<file path="src/rtl/pipeline_pkg.sv">
// Shared types and constants for the RV32I pipeline front end.
package pipeline_pkg;

   typedef enum logic [1:0] {
      PCSRC_SEQ    = 2'b00,
      PCSRC_BRANCH = 2'b01,
      PCSRC_JALR   = 2'b11
   } pcsrc_e;

   typedef enum logic [1:0] {
      IDLE = 2'd0,
      WAIT = 2'd1,
      DROP = 2'd2
   } fetch_state_e;

   localparam logic [31:0] NOP_INSTR = 32'h0000_0013;

endpackage

</file>
<file path="src/rtl/fetch_skid_buffer.sv">
// One-entry holding register for an instruction that returns while decode is stalled.
module fetch_skid_buffer #(
   parameter int DATA_WIDTH = 32
) (
   input  logic                  clk,
   input  logic                  rst,
   input  logic                  load,
   input  logic                  clear,
   input  logic                  pop,
   input  logic [DATA_WIDTH-1:0] instr_in,
   input  logic [DATA_WIDTH-1:0] pc_in,
   output logic                  full,
   output logic [DATA_WIDTH-1:0] instr,
   output logic [DATA_WIDTH-1:0] pc
);

   always_ff @(posedge clk or posedge rst) begin
      if (rst) begin
         full  <= 1'b0;
         instr <= '0;
         pc    <= '0;
      end else begin
         if (clear || pop)
            full <= 1'b0;
         else if (load)
            full <= 1'b1;
         if (load) begin
            instr <= instr_in;
            pc    <= pc_in;
         end
      end
   end

endmodule

</file>
<file path="src/rtl/fetch_unit.sv">
// Instruction fetch front end: PC register, single-outstanding imem requests,
// skid buffer and IF/ID pipeline register under hazard stall/flush control.
//
// state | meaning
// IDLE  | nothing outstanding
// WAIT  | one right-path request outstanding
// DROP  | one wrong-path request outstanding, its response is discarded
module fetch_unit
   import pipeline_pkg::*;
#(
   parameter int                    DATA_WIDTH   = 32,
   parameter logic [DATA_WIDTH-1:0] RESET_VECTOR = 32'h0000_0000
) (
   input  logic                  clk,
   input  logic                  rst,
   input  logic [1:0]            PCSrc,
   input  logic [DATA_WIDTH-1:0] PCTargetE,
   input  logic [DATA_WIDTH-1:0] ALUResultE,
   input  logic                  StallF,
   input  logic                  StallD,
   input  logic                  FlushD,
   output logic                  imem_req,
   output logic [DATA_WIDTH-1:0] imem_addr,
   input  logic                  imem_ready,
   input  logic                  imem_rvalid,
   input  logic [DATA_WIDTH-1:0] imem_rdata,
   output logic [DATA_WIDTH-1:0] InstrD,
   output logic [DATA_WIDTH-1:0] PCD,
   output logic [DATA_WIDTH-1:0] PCPlus4D,
   output logic                  ValidD
);

   localparam logic [DATA_WIDTH-1:0] NOP  = DATA_WIDTH'(NOP_INSTR);
   localparam logic [DATA_WIDTH-1:0] FOUR = DATA_WIDTH'(4);

   pcsrc_e                pcsrc;
   fetch_state_e          state, state_nxt;
   logic                  redirect;
   logic [DATA_WIDTH-1:0] target;
   logic [DATA_WIDTH-1:0] pcf, pc_pend;
   logic                  accept, resp_ok, skid_fill, skid_clear, skid_pop;
   logic                  skid_full;
   logic [DATA_WIDTH-1:0] skid_instr, skid_pc;
   logic                  ifid_update;

   // Reserved encoding 2'b10 falls through as sequential.
   assign pcsrc    = pcsrc_e'(PCSrc);
   assign redirect = (pcsrc == PCSRC_BRANCH) || (pcsrc == PCSRC_JALR);
   assign target   = (pcsrc == PCSRC_JALR) ? {ALUResultE[DATA_WIDTH-1:1], 1'b0} : PCTargetE;

   assign accept    = imem_req && imem_ready;
   assign skid_fill = resp_ok && StallD;
   assign imem_addr = pcf;

   always_ff @(posedge clk or posedge rst) begin
      if (rst)
         state <= IDLE;
      else
         state <= state_nxt;
   end

   always_comb begin
      state_nxt = state;
      case (state)
         IDLE: if (accept) state_nxt = WAIT;
         WAIT: begin
            if (redirect)
               state_nxt = imem_rvalid ? IDLE : DROP;
            else if (imem_rvalid)
               state_nxt = accept ? WAIT : IDLE;
         end
         DROP: if (imem_rvalid) state_nxt = IDLE;
         default: state_nxt = IDLE;
      endcase
   end

   always_comb begin
      resp_ok  = 1'b0;
      imem_req = 1'b0;
      if ((state == WAIT) && imem_rvalid && !redirect)
         resp_ok = 1'b1;
      // A new request may overlap the returning response, but never the skid.
      if (!rst && !StallF && !redirect && !skid_full && !(resp_ok && StallD) &&
          ((state == IDLE) || ((state == WAIT) && imem_rvalid)))
         imem_req = 1'b1;
   end

   always_ff @(posedge clk or posedge rst) begin
      if (rst) begin
         pcf     <= RESET_VECTOR;
         pc_pend <= '0;
      end else begin
         if (redirect)
            pcf <= target;
         else if (accept)
            pcf <= pcf + FOUR;
         if (accept)
            pc_pend <= pcf;
      end
   end

   assign skid_clear = redirect || (FlushD && !StallD);
   assign skid_pop   = !StallD && !FlushD && !redirect && skid_full;

   fetch_skid_buffer #(
      .DATA_WIDTH(DATA_WIDTH)
   ) u_skid (
      .clk      (clk),
      .rst      (rst),
      .load     (skid_fill),
      .clear    (skid_clear),
      .pop      (skid_pop),
      .instr_in (imem_rdata),
      .pc_in    (pc_pend),
      .full     (skid_full),
      .instr    (skid_instr),
      .pc       (skid_pc)
   );

   assign ifid_update = !StallD || FlushD || redirect;

   always_ff @(posedge clk or posedge rst) begin
      if (rst) begin
         InstrD   <= NOP;
         PCD      <= '0;
         PCPlus4D <= '0;
         ValidD   <= 1'b0;
      end else if (ifid_update) begin
         if (FlushD || redirect) begin
            InstrD <= NOP;
            ValidD <= 1'b0;
         end else if (skid_full) begin
            InstrD   <= skid_instr;
            PCD      <= skid_pc;
            PCPlus4D <= skid_pc + FOUR;
            ValidD   <= 1'b1;
         end else if (resp_ok) begin
            InstrD   <= imem_rdata;
            PCD      <= pc_pend;
            PCPlus4D <= pc_pend + FOUR;
            ValidD   <= 1'b1;
         end else begin
            InstrD <= NOP;
            ValidD <= 1'b0;
         end
      end
   end

endmodule
</file>
<file path="config.mk">
export PLATFORM = sky130hd
export DESIGN_NAME = fetch_unit
export DESIGN_NICKNAME = d
export VERILOG_FILES = /design/src/rtl/pipeline_pkg.sv /design/src/rtl/fetch_skid_buffer.sv /design/src/rtl/fetch_unit.sv
export SDC_FILE = /design/constraint.sdc
export NUM_CORES = 1
export LEC_CHECK = 0
export BUFFER_PORTS_ARGS = -buffer_cell sky130_fd_sc_hd__buf_2
export CAP_MARGIN = 10
export CORE_MARGIN = 2
export CORE_UTILIZATION = 59
export CTS_CLUSTER_SIZE = 10
export DETAILED_ROUTE_END_ITERATION = 12
export PLACE_DENSITY = 0.89
export SLEW_MARGIN = 10
export SYNTH_ARGS = -nofsm -noshare
export SYNTH_HDL_FRONTEND = slang
export SYNTH_HIERARCHICAL = 1
export SYNTH_SLANG_ARGS = --single-unit
</file>
<file path="constraint.sdc">
create_clock -name clk -period 13.6 [get_ports clk]
set_input_delay 2.72 -clock clk [delete_from_list [all_inputs] [get_ports clk]]
set_output_delay 2.72 -clock clk [all_outputs]
set_load 0.05 [all_outputs]
</file>
* Word-level counts from Yosys, hierarchy flattened
Cells that the tools add are included.
** Word-level totals
- Word-level logic and storage cells :: 78
- Input port bits :: 105
- Bits in registers :: 228
- Bits in writable memories :: 0
- Latch bits :: 0
- Output and inout port bits :: 130
- Memories kept :: 0
- ROM bits :: 0
** Operators by class
- Divide/modulo/power cells :: 0
- Magnitude comparators :: 0
- Mux-type cells :: 24
- Reductions and logical operators :: 33
- Eq/ne operators :: 7
- $add $sub $neg :: 3
- Bitwise operators :: 1
- Multiply operators :: 0
- Shift-type cells :: 0
** Operator list (number)
- $mux W32 :: 10
- $add A32 B3 Y32 const B :: 3
- $logic_and A1 B1 Y1 :: 13
- $mux W2 :: 5
- $mux W1 :: 8
- $logic_not A1 Y1 :: 7
- $logic_or A1 B1 Y1 :: 7
- $pmux W2 S3 :: 1
- $reduce_and A3 Y1 :: 2
- $reduce_bool A2 Y1 :: 3
- $eq A2 B1 Y1 const B :: 2
- $eq A2 B2 Y1 const B :: 2
- $ne A2 B2 Y1 const B :: 2
- $ne A3 B3 Y1 const B :: 1
- $logic_not A2 Y1 :: 1
- $not A1 Y1 :: 1

* Longest topological paths before layout
- Depth in word-level cells :: 15
- Gate-level depth with buffers :: 11
- Depth with buffers taken out :: 6

* Modules after synthesis
The synthesis kept the hierarchy.
** By module, submodules not included
- fetch_unit :: sequential area each 4032.6 um2, instances 1, cells an instance 887, area an instance 8335.5 um2
- fetch_skid_buffer :: sequential area each 1626.6 um2, instances 1, cells an instance 139, area an instance 2616.3 um2

* Worst setup path after synthesis
Ideal clock, no wire load.
- Path kind :: input port to output port
- Start point :: input port StallF
- End point :: output port imem_req
- Path buffers :: 0
- Stages :: 2
- Data arrival time :: 3471 ps
- Data required time :: 10880 ps
- Path slack :: 7409 ps
- Path through :: nor3_1 > o211a_1
** Between the ends
- Longest elaborated chain between the ends :: 7
** RTL lines
- start, declared :: RTL line fetch_unit.sv:19 : input logic StallF,
- $logic_not A1 Y1 :: RTL line fetch_unit.sv:83 : if (!rst && !StallF && !redirect && !skid_full && !(resp_ok && StallD) &&
- $logic_and A1 B1 Y1 (5 in a row) :: RTL line fetch_unit.sv:83
- $mux W1 :: RTL line fetch_unit.sv:83
- end, declared :: RTL line fetch_unit.sv:22 : output logic imem_req,
No other way between the ends.

* Final worst setup path
- Start point :: input port PCSrc[0]
- End point :: output port imem_req
** Between the ends
- Longest elaborated chain between the ends :: 10
- Elaborated cells on any way between the ends :: 13
- Classes of those cells :: eq/ne (2); mux (2); reduce/logical (9)
** RTL lines
- start, declared :: RTL line fetch_unit.sv:16 : input logic [1:0] PCSrc,
- $eq A2 B1 Y1 / $eq A2 B2 Y1 (equally long branches) :: RTL line fetch_unit.sv:48 : assign redirect = (pcsrc == PCSRC_BRANCH) || (pcsrc == PCSRC_JALR);
- $logic_or A1 B1 Y1 * :: RTL line fetch_unit.sv:48
- $logic_not A1 Y1 * :: RTL line fetch_unit.sv:80, fetch_unit.sv:83
- $logic_and A1 B1 Y1 :: RTL line fetch_unit.sv:80 : if ((state == WAIT) && imem_rvalid && !redirect)
- $mux W1 :: RTL line fetch_unit.sv:80
- $logic_and A1 B1 Y1 :: RTL line fetch_unit.sv:83
- $logic_not A1 Y1 :: RTL line fetch_unit.sv:83
- $logic_and A1 B1 Y1 * (2 in a row) :: RTL line fetch_unit.sv:83
- $mux W1 * :: RTL line fetch_unit.sv:83
Every way passes the cells marked *; elsewhere a longest branch is shown, timed or not.

==> impl_metrics.tcl <==
set metrics [dict create \
    synth_seq_cells 226 \
    grt_pass1_wl_um 46000 \
    critPathMaxStageDelay_ns 0.37 \
    ctsResizeCount 0 \
    end_kind "output port" \
    ir_worst_vdd_mv 0.0868 \
    cp-startpoint "PCSrc[0]" \
    ys_seq_area_frac 0.517 \
    cp-start-kind "input port" \
    synth_common_cells "dfrtp_1, nand2_1, o21ai_0" \
    worstPathArrival_ns 3.82 \
    crit_top_cell "buf_2" \
    layout-drive-gt1-share 0.299 \
    portBuffers 233 \
    hp-class "reg -> reg" \
    fillers 1247 \
    routed_via_density 6.10 \
    syn_area_um2 11000 \
    maxCapViolations 0 \
    nets 1340 \
    drt_first_iter_violations 925 \
    tns_ns 0 \
    die_h_um 140 \
    status "finished clean" \
    hold_buffers 0 \
    cts_buffers 26 \
    cts.path.max_buffers 3 \
    tightest_slew_ns 1.15 \
    ys_warn_count 6 \
    setup_slack_ns 7.06 \
    cp_top_family "buffers and inverters" \
    crit_buf_inv 2 \
    relSlewSlack 0.234 \
    place_inst 1434 \
    cts_tree "built" \
    synth-main-ff-cell "dfrtp_1" \
    clkSinkCount 226 \
    clk_latency_ns 0.53 \
    grt_setup_unrepaired "no" \
    r2r_start "u_skid/full" \
    vias 9002 \
    period_needed_ns 6.54 \
    crit_path_cell_trace "buf_2 -> nor2_1 -> o211a_1 -> buf_2" \
    drt_first_pass_iters 5 \
    synth_top_area_share 0.510 \
    grt_overflow 0 \
    core-area_um2 18100 \
    synth_most_common_cell "dfrtp_1" \
    path_clk_slew_ns 0.05 \
    finalSetupViolations 0 \
    p_leak_uw 0.00645 \
    crit_fanout 23 \
    die_area_um2 19700 \
    first_global_vias 8935 \
    die_w_um 140 \
    synth_cell_types 63 \
    ios 235 \
    antenna_found_initial 2 \
    finalCritPeriodShare 0.481 \
    place.gp.congestion 0.880 \
    synth_edf_count 0 \
    max_freq_mhz 153 \
    cp_slowest_cell "nor2_1" \
    start_util 0.606 \
    hold_viol 0 \
    syn-num-nets 1133 \
    hpwl_um 18900 \
    postCtsSetupBuffers 0 \
    wl_per_cell_um 19.1 \
    final_max_slew_viol_count 0 \
    grt_max_degree 121 \
    min_from "PCD[23]" \
    rows 49 \
    place_worst_setup_slack_ns 7.07 \
    finClkSkew_ns 0.0294 \
    powerDensity_nw_per_um2 138 \
    synth_area_leaders "dfrtp_1, mux2_4, nand2_1" \
    criticalPathCategory "in -> out" \
    place_area_um2 12200 \
    finalInstanceArea_um2 12900 \
    area_delta_synth_final_pct 18.0 \
    fin_cells 1475 \
    wl_um 28200 \
    worstPathRequired_ns 10.88 \
    syn_area_per_cell_um2 10.7 \
    syn_inst 1026 \
    power_uw 1780 \
    clock-root-buffer "clkbuf_16" \
    grt_usage 0.287 \
    drc_errors 0 \
    drtAntennaViolNets 0 \
    async_flop_share 1.00 \
    h-tree-depth 1 \
    synth_area_leader_cell "dfrtp_1" \
]
report_power, final:
part	switching (uW)	internal [uW]	total, uW
logic	213	120	333
registers	87.6	749	837
clock network	255	354	609
total	556	1220	1780
logic make-up (layout without fill, tap and decap cells):
kind of cell | Yosys count | in the layout | share of synthesized area
buffers and inverters | 108 | 326 | 0.0449
adders and majority gates | 2 | 2 | 0.00228
and+or+nand+nor | 342 | 342 | 0.151
xor gates and xnor gates | 31 | 31 | 0.0248
DFF | 226 | 226 | 0.517
AOI/OAI and AO/OA | 198 | 198 | 0.126
other | 0 | 2 | 0
muxes | 119 | 119 | 0.135
placed cells by master, fill, tap and decap left out, types with 6 or more instances in the layout:
cell / count
dfrtp_1: 222
nand4b_1: 6
a21oi_1: 25
a222oi_1: 30
nand2_1: 183
clkbuf_1: 11
o311ai_0: 10
nor2b_1: 13
nand3_1: 35
inv_1: 40
xnor2_1: 19
mux2_4: 49
nor4_1: 7
a31oi_1: 6
buf_2: 233
a211oi_1: 14
clkbuf_16: 26
nor3_1: 13
a21o_1: 8
o21ai_0: 63
nand4_1: 24
nor2_1: 26
mux2_2: 31
o22ai_1: 6
o31ai_1: 6
xor2_1: 12
buf_4: 11
o211ai_1: 6
mux2i_1: 39
registers in the layout (all words and copies together), names as in the netlist:
register	cells
imem_addr	32
u_skid/pc	32
u_skid/full	1
ValidD	1
u_skid/instr	32
PCD	32
pc_pend	32
PCPlus4D	30
state	2
InstrD	32
worst paths after layout:
| kind | endpoint | depth (start not counted) | slack, ns |
|---|---|---|---|
| worst max register to register | PCPlus4D[28] | 7 | 9.85 |
| worst min-delay path | PCD[23] | 1 | 0.47 |
| min in group asynchronous | imem_addr[4] | 2 | 2.34 |
| worst max-delay path | imem_req | 4 | 7.06 |
| worst min register to register | PCD[23] | 1 | 0.47 |
| max in group asynchronous | pc_pend[5] | 3 | 9.71 |
metal layers:
layer  GRT usage  vias up  wire (um)
met2       0.446      458      12900
met5           0        -          0
li1            -     4106          -
met4       0.119        0       1050
met3      0.0482       78       2360
met1       0.406     4360      11800
per-stage QoR:
| stage | utilization | hold slack (ns) |
|---|---|---|
| finish | 0.715 | 0.466 |
| global placement | 0.675 | 0.453 |
| global route | 0.714 | 0.501 |
| detailed placement | 0.675 | 0.461 |
| CTS | 0.714 | 0.473 |
| floorplan | - | 0.462 |
final cells by class:
type | instances | area, um^2 | area share
clock buffer | 38 | 706 | 0.0546
antenna | 2 | 5.00 | 0.000387
multi-input combinational | 692 | 4840 | 0.374
timing repair buffer | 244 | 1250 | 0.0966
tap | 229 | 287 | 0.0222
clock inverter | 1 | 16.3 | 0.00126
inverter | 43 | 166 | 0.0129
sequential | 226 | 5660 | 0.438
worst register-to-register path: cells and delay by family (launching register included):
kind	cells	cell delay, ns
compound gates	1	0.52
flops	1	0.39
mux	1	0.40
fa+ha+maj	1	0.30
simple gates	3	1.35
buf+inv	1	0.70
Power figures use the tool's default switching activity.
